--- src/rtl/uart_pkg.sv ---
// Shared UART definitions for the transmit and receive sample paths:
// line levels, frame size, FSM state encoding and the board baud divide.
package uart_pkg;

   typedef enum logic [1:0] {
      ST_IDLE  = 2'd0,
      ST_START = 2'd1,
      ST_DATA  = 2'd2,
      ST_STOP  = 2'd3
   } uart_state_t;

   localparam int   UART_DATA_BITS = 8;
   localparam logic START_LEVEL    = 1'b0;
   localparam logic STOP_LEVEL     = 1'b1;

   // 12 MHz board clock, 115200 baud host link -> 104 clocks per bit
   localparam int UART_CLK_HZ         = 12_000_000;
   localparam int UART_BAUD           = 115_200;
   localparam int UART_DEFAULT_DIVIDE = UART_CLK_HZ / UART_BAUD;

endpackage

--- src/rtl/sync_fifo.sv ---
// Single-clock FIFO with occupancy count. Read data is the head entry
// presented combinationally (no look-ahead register), so a pop consumes
// exactly what rd_data shows in that cycle.
module sync_fifo #(
   parameter int WIDTH = 8,
   parameter int AW    = 4
) (
   input  logic             clk,
   input  logic             reset_n,
   input  logic             push,
   input  logic [WIDTH-1:0] wr_data,
   input  logic             pop,
   output logic [WIDTH-1:0] rd_data,
   output logic             full,
   output logic             empty,
   output logic [AW:0]      level
);

   localparam int DEPTH = 1 << AW;

   logic [WIDTH-1:0] mem [DEPTH];
   logic [AW-1:0]    wr_ptr;
   logic [AW-1:0]    rd_ptr;
   logic             do_push;
   logic             do_pop;

   assign full    = (level == (AW+1)'(DEPTH));
   assign empty   = (level == '0);
   assign do_push = push && !full;
   assign do_pop  = pop && !empty;
   assign rd_data = mem[rd_ptr];

   // Storage array: data only, never reset
   always_ff @(posedge clk) begin
      if (do_push) mem[wr_ptr] <= wr_data;
   end

   // Pointers and occupancy; simultaneous push and pop leave level unchanged
   always_ff @(posedge clk or negedge reset_n) begin
      if (!reset_n) begin
         wr_ptr <= '0;
         rd_ptr <= '0;
         level  <= '0;
      end else begin
         if (do_push) wr_ptr <= wr_ptr + 1'b1;
         if (do_pop)  rd_ptr <= rd_ptr + 1'b1;
         case ({do_push, do_pop})
            2'b10:   level <= level + 1'b1;
            2'b01:   level <= level - 1'b1;
            default: level <= level;
         endcase
      end
   end

endmodule

--- src/rtl/txuart_stream.sv ---
// UART 8N1 transmitter fed by a sample FIFO. Multi-byte samples are sent
// least-significant byte first, frames back to back with no idle gap while
// data remains. tx is registered from the current state, so the line lags
// the FSM by one clock: a pop at edge N puts the start bit on tx at N+1.
module txuart_stream
   import uart_pkg::*;
#(
   parameter int CLOCK_DIVIDE = UART_DEFAULT_DIVIDE,
   parameter int SAMPLE_BYTES = 1,
   parameter int FIFO_AW      = 4
) (
   input  logic                      clk,
   input  logic                      reset_n,
   input  logic [8*SAMPLE_BYTES-1:0] in_data,
   input  logic                      in_valid,
   output logic                      in_ready,
   output logic                      tx,
   output logic                      busy,
   output logic [FIFO_AW:0]          fifo_level
);

   localparam int SW    = 8 * SAMPLE_BYTES;
   localparam int CNT_W = (CLOCK_DIVIDE > 1) ? $clog2(CLOCK_DIVIDE) : 1;

   localparam logic [CNT_W-1:0] CNT_LOAD  = CNT_W'(CLOCK_DIVIDE - 1);
   localparam logic [1:0]       LAST_BYTE = 2'(SAMPLE_BYTES - 1);
   localparam logic [2:0]       LAST_BIT  = 3'(UART_DATA_BITS - 1);

   uart_state_t      state;
   logic [CNT_W-1:0] bit_cnt;
   logic [2:0]       bit_idx;
   logic [1:0]       byte_idx;
   logic [SW-1:0]    sample;
   logic [SW-1:0]    fifo_rd;
   logic [SW-1:0]    sample_shr;
   logic [7:0]       cur_byte;
   logic             fifo_full;
   logic             fifo_empty;
   logic             push;
   logic             pop;
   logic             bit_end;
   logic             more_bytes;
   logic             next_tx;

   assign in_ready = !fifo_full;
   assign push     = in_valid && in_ready;

   sync_fifo #(
      .WIDTH (SW),
      .AW    (FIFO_AW)
   ) u_fifo (
      .clk     (clk),
      .reset_n (reset_n),
      .push    (push),
      .wr_data (in_data),
      .pop     (pop),
      .rd_data (fifo_rd),
      .full    (fifo_full),
      .empty   (fifo_empty),
      .level   (fifo_level)
   );

   // Bit-boundary decode, pop request and the line level for the current state
   always_comb begin
      bit_end    = (bit_cnt == '0);
      more_bytes = (byte_idx != LAST_BYTE);
      pop        = !fifo_empty &&
                   ((state == ST_IDLE) ||
                    (state == ST_STOP && bit_end && !more_bytes));
      sample_shr = sample >> {byte_idx, 3'b000};
      cur_byte   = sample_shr[7:0];
      case (state)
         ST_START: next_tx = START_LEVEL;
         ST_DATA:  next_tx = cur_byte[bit_idx];
         default:  next_tx = STOP_LEVEL;
      endcase
   end

   // Sample holding register, loaded from the FIFO head on every pop
   always_ff @(posedge clk) begin
      if (pop) sample <= fifo_rd;
   end

   // Frame FSM with its bit timer (down-counter reloaded at each bit boundary)
   always_ff @(posedge clk or negedge reset_n) begin
      if (!reset_n) begin
         state    <= ST_IDLE;
         bit_cnt  <= '0;
         bit_idx  <= '0;
         byte_idx <= '0;
         tx       <= STOP_LEVEL;
         busy     <= 1'b0;
      end else begin
         tx   <= next_tx;
         busy <= (state != ST_IDLE) || !fifo_empty;
         case (state)
            ST_IDLE: begin
               if (!fifo_empty) begin
                  byte_idx <= '0;
                  bit_cnt  <= CNT_LOAD;
                  state    <= ST_START;
               end
            end
            ST_START: begin
               if (bit_end) begin
                  bit_cnt <= CNT_LOAD;
                  bit_idx <= '0;
                  state   <= ST_DATA;
               end else begin
                  bit_cnt <= bit_cnt - 1'b1;
               end
            end
            ST_DATA: begin
               if (bit_end) begin
                  bit_cnt <= CNT_LOAD;
                  if (bit_idx == LAST_BIT) state <= ST_STOP;
                  else                     bit_idx <= bit_idx + 1'b1;
               end else begin
                  bit_cnt <= bit_cnt - 1'b1;
               end
            end
            ST_STOP: begin
               if (bit_end) begin
                  bit_cnt <= CNT_LOAD;
                  if (more_bytes) begin
                     byte_idx <= byte_idx + 1'b1;
                     state    <= ST_START;
                  end else if (!fifo_empty) begin
                     byte_idx <= '0;
                     state    <= ST_START;
                  end else begin
                     state <= ST_IDLE;
                  end
               end else begin
                  bit_cnt <= bit_cnt - 1'b1;
               end
            end
            default: state <= ST_IDLE;
         endcase
      end
   end

endmodule
--- config.mk ---
export PLATFORM = sky130hd
export DESIGN_NAME = txuart_stream
export DESIGN_NICKNAME = d
export VERILOG_FILES = /design/src/rtl/uart_pkg.sv /design/src/rtl/sync_fifo.sv /design/src/rtl/txuart_stream.sv
export SDC_FILE = /design/constraint.sdc
export NUM_CORES = 1
export LEC_CHECK = 0
export BUFFER_PORTS_ARGS = -buffer_cell sky130_fd_sc_hd__buf_2
export CAP_MARGIN = 20
export CORE_ASPECT_RATIO = 1.4
export CORE_UTILIZATION = 45
export DETAILED_ROUTE_END_ITERATION = 12
export PLACE_DENSITY_LB_ADDON = 0.05
export SETUP_SLACK_MARGIN = 0.15
export SYNTH_ARGS = -nofsm -noshare
export SYNTH_HDL_FRONTEND = slang
export SYNTH_SLANG_ARGS = --single-unit
--- constraint.sdc ---
create_clock -name clk -period 4.61 [get_ports clk]
set_clock_uncertainty 0.05 [all_clocks]
set_input_delay 0 -clock clk [delete_from_list [all_inputs] [get_ports clk]]
set_output_delay 0 -clock clk [all_outputs]
set_load 0.03 [all_outputs]
==> flow_metrics.py <==
metrics = {
    "status": {
        "status": "completed",
    },
    "setup_path": {
        "crit_type": "register to register",
        "endpoint_kind": "register",
        "regToRegSetupSlack_ns": 1.28,
        "start_kind": "register",
        "r2r-end": "u_fifo.level[4]",
        "crit_required_ns": 4.83,
        "r2r_cells": 12,
        "arrival_ns": 3.54,
        "crit_path_end": "u_fifo.level[4]",
        "path_max_fanout": 11,
        "cp-startpoint": "bit_cnt[0]",
        "reg2reg_from": "bit_cnt[0]",
    },
    "synth": {
        "synth_area_leaders": "edfxtp_1, mux4_2, dfrtp_1, ha_1, a22oi_1",
        "synth_top_area_cell": "edfxtp_1",
        "synth_area_um2": 6995,
        "ys.flop_type": "edfxtp_1",
        "yosys.area_share.xor_xnor": 0.01628,
        "ys_seq_area_frac": 0.6877,
        "synth_seq_cells": 165,
        "synthDominantCellAreaShare": 0.5838,
        "yosys.area_share.adder": 0.03863,
        "synth_edf_count": 136,
        "synth_cell_type_count": 58,
        "muxShareOfSynthArea": 0.1184,
        "async_flop_share": 0.1758,
        "yosys.area_share.simple": 0.06403,
        "synthesis.nets": 436,
        "synth.avg_cell_area_um2": 17.32,
        "synth_top_family_by_area": "multiplexers",
        "syn_inst": 404,
        "synth_warnings": 0,
        "synth-compound-area-share": 0.05741,
    },
    "route": {
        "routed_wl_um": 13570,
        "drtIter0Drc": 234,
        "firstDrtPassIters": 4,
        "ant_nets": 0,
        "wire_per_inst_um": 21.07,
        "vias_per_cell": 5.525,
        "vias": 3558,
        "drc_errors": 0,
    },
    "sta": {
        "finalCritPeriodShare": 0.7218,
        "finalHoldViolCount": 0,
        "tns_ns": 0,
        "rsz0062_at_grt": "no",
        "tightestPinTransition_ns": 0.9860,
        "finalCriticalPeriod_ns": 3.327,
        "relSlewSlack": 0.3257,
        "finalWorstSetupSlack_ns": 1.283,
        "fmaxAchievable_mhz": 300.5,
        "setup_viol": 0,
        "slew_viol_final": 0,
        "fin_hold_ws_ns": 0.03978,
    },
    "die": {
        "io_pins": 19,
        "dieHeight_um": 149.5,
        "initial_utilization": 0.4627,
        "coreArea_um2": 15120,
        "chipWidth_um": 107.4,
        "dieArea_um2": 16060,
        "row_count": 53,
    },
    "clocking": {
        "cts_tree": "yes",
        "root_buffer": "clkbuf_16",
        "cts_buffers": 17,
        "postCtsSetupRepairBufs": 0,
        "clk_pin_slew_ns": 0.06,
        "worst_skew_pair.late_latency_ns": 0.41,
        "clockBufferDepth": 2,
        "cts_sinks": 165,
        "htree_num_levels": 4,
    },
    "power": {
        "total_power_mw": 5.013,
        "p_sw_frac": 0.3154,
        "max-vdd-ir-drop_mv": 0.4164,
        "power.internal_mw": 3.432,
        "power_frac_comb": 0.288,
        "power_leakage_nw": 2.777,
        "switchingPower_mw": 1.581,
        "seq_power_share": 0.429,
        "p_clk_frac": 0.283,
        "power_density_nw_per_um2": 625.1,
    },
    "global_routing": {
        "grt.met2_usage": 0.3568,
        "grt_pass1_wl_um": 21450,
        "use_met1": 0.2067,
        "antenna_found_initial": 0,
        "grt_max_degree": 32,
        "busiest_layer": "met2",
        "grt_pass1_vias": 3881,
        "grt_util_met3": 0.03702,
        "grt_overflow_total": 0,
        "gr-usage-all-layers": 0.1882,
    },
    "run": {
        "cap_viol_max_count": 0,
    },
    "placement": {
        "dp_slack_ns": 1.277,
        "placed_area_um2": 7307,
        "place_congestion": 0.7115,
        "io_buffers": 18,
        "dp_hpwl_um": 9239,
        "dp.cells": 602,
    },
    "layout": {
        "fillers": 1239,
        "layout_common_cells": "edfxtp_1, mux4_2, dfrtp_1, nand2_1",
        "fin_util": 0.5304,
        "final_common_cell": "edfxtp_1",
        "diodes": 0,
        "drive_above_1_share": 0.2412,
        "postLayoutCellArea_um2": 8019,
        "areaGrowthSynthToFinish_pct": 14.63,
        "final_nets": 471,
        "instances_no_fill": 644,
    },
    "hold_path": {
        "hp-start": "in_valid",
        "hp-class": "input port to register",
        "min_path_cells": 3,
    },
}
routing by layer:
metal	part of all wire	wire (um)	vias up
li1	-	-	1654
met1	0.39	5347	1843
met2	0.57	7714	52
met3	0.024	329	9
met4	0.013	177	0
met5	0	0	-
cell families (layout without fill, tap and decap cells):
kind of cell	count (synthesis)	in the layout
muxes	40	40
DFF	165	165
and+or+nand+nor	79	79
adders and majority gates	21	21
xor gates and xnor gates	13	13
buffers and inverters	31	79
AOI/OAI and AO/OA	55	55
registers in the layout, indices dropped and copies added, names as in the netlist:
signal / flops
bit_idx: 3
tx: 1
u_fifo.wr_ptr: 4
sample: 8
state: 2
u_fifo.rd_ptr: 4
u_fifo.mem: 128
bit_cnt: 7
byte_idx: 2
busy: 1
u_fifo.level: 5
layout make-up:
cell class	count	area [um2]	share of cell area
flip-flops and latches	165	4812	0.6001
multi-input cells	208	2082	0.2596
clock buffers	21	460.4	0.05742
well taps	192	240.2	0.02996
repair buffers	31	230.2	0.02871
clock inverters	11	133.9	0.01670
inverters	16	60.06	0.007489
cell usage after synthesis, drive strengths merged (2+ instances only):
cell type / instances
buf: 9
clkbuf: 6
nor2b: 4
a22oi: 18
o21ai: 10
o211ai: 2
nor4: 2
ha: 20
nand2b: 2
xnor2: 6
nand2: 23
o2bb2ai: 3
a21oi: 6
or3: 2
mux4: 34
nor2: 24
o21a: 2
a41oi: 2
dfrtp: 28
a31oi: 2
nor3: 8
xor2: 7
nand3: 6
mux2i: 4
inv: 16
edfxtp: 136
mux2: 2
or4: 2
o311ai: 2
power groups by stage:
stage                     registers (mW)  logic (mW)  clock network, mW
after floorplan                     2.08        1.11                  0
final                               2.15        1.45               1.42
after global routing                2.19        1.59               1.50
after global placement              2.22        1.39                  0
after CTS                           2.20        1.41               1.45
after detailed placement            2.23        1.40                  0
what timing repair did:
action                                 in CTS  in global routing
endpoints found under the hold margin     156                  0
gates resized for setup                     0                  0
hold buffers                                9                  0
worst min path at each step:
| stage | endpoint | slack [ns] |
|---|---|---|
| floorplan | bit_cnt[0] | -0.35 |
| global placement | bit_cnt[2] | 0.05 |
| detailed placement | u_fifo.level[0] | 0.06 |
| CTS | u_fifo.wr_ptr[0] | 0.02 |
| global route | u_fifo.wr_ptr[0] | 0.05 |
| finish | u_fifo.wr_ptr[0] | 0.04 |
critical path: stages (launching register included):
cell and delay (ns):
dfrtp_1 0.37, inv_1 0.13, ha_1 0.20, nor4b_4 0.35, a41oi_1 0.25, nor2_2 0.13
buf_4 0.21, ha_1 0.33, ha_1 0.32, nor2b_1 0.15, o21a_1 0.19, o311ai_0 0.31
o311ai_0 0.18
Note: power is estimated with default switching activity, not from simulation.
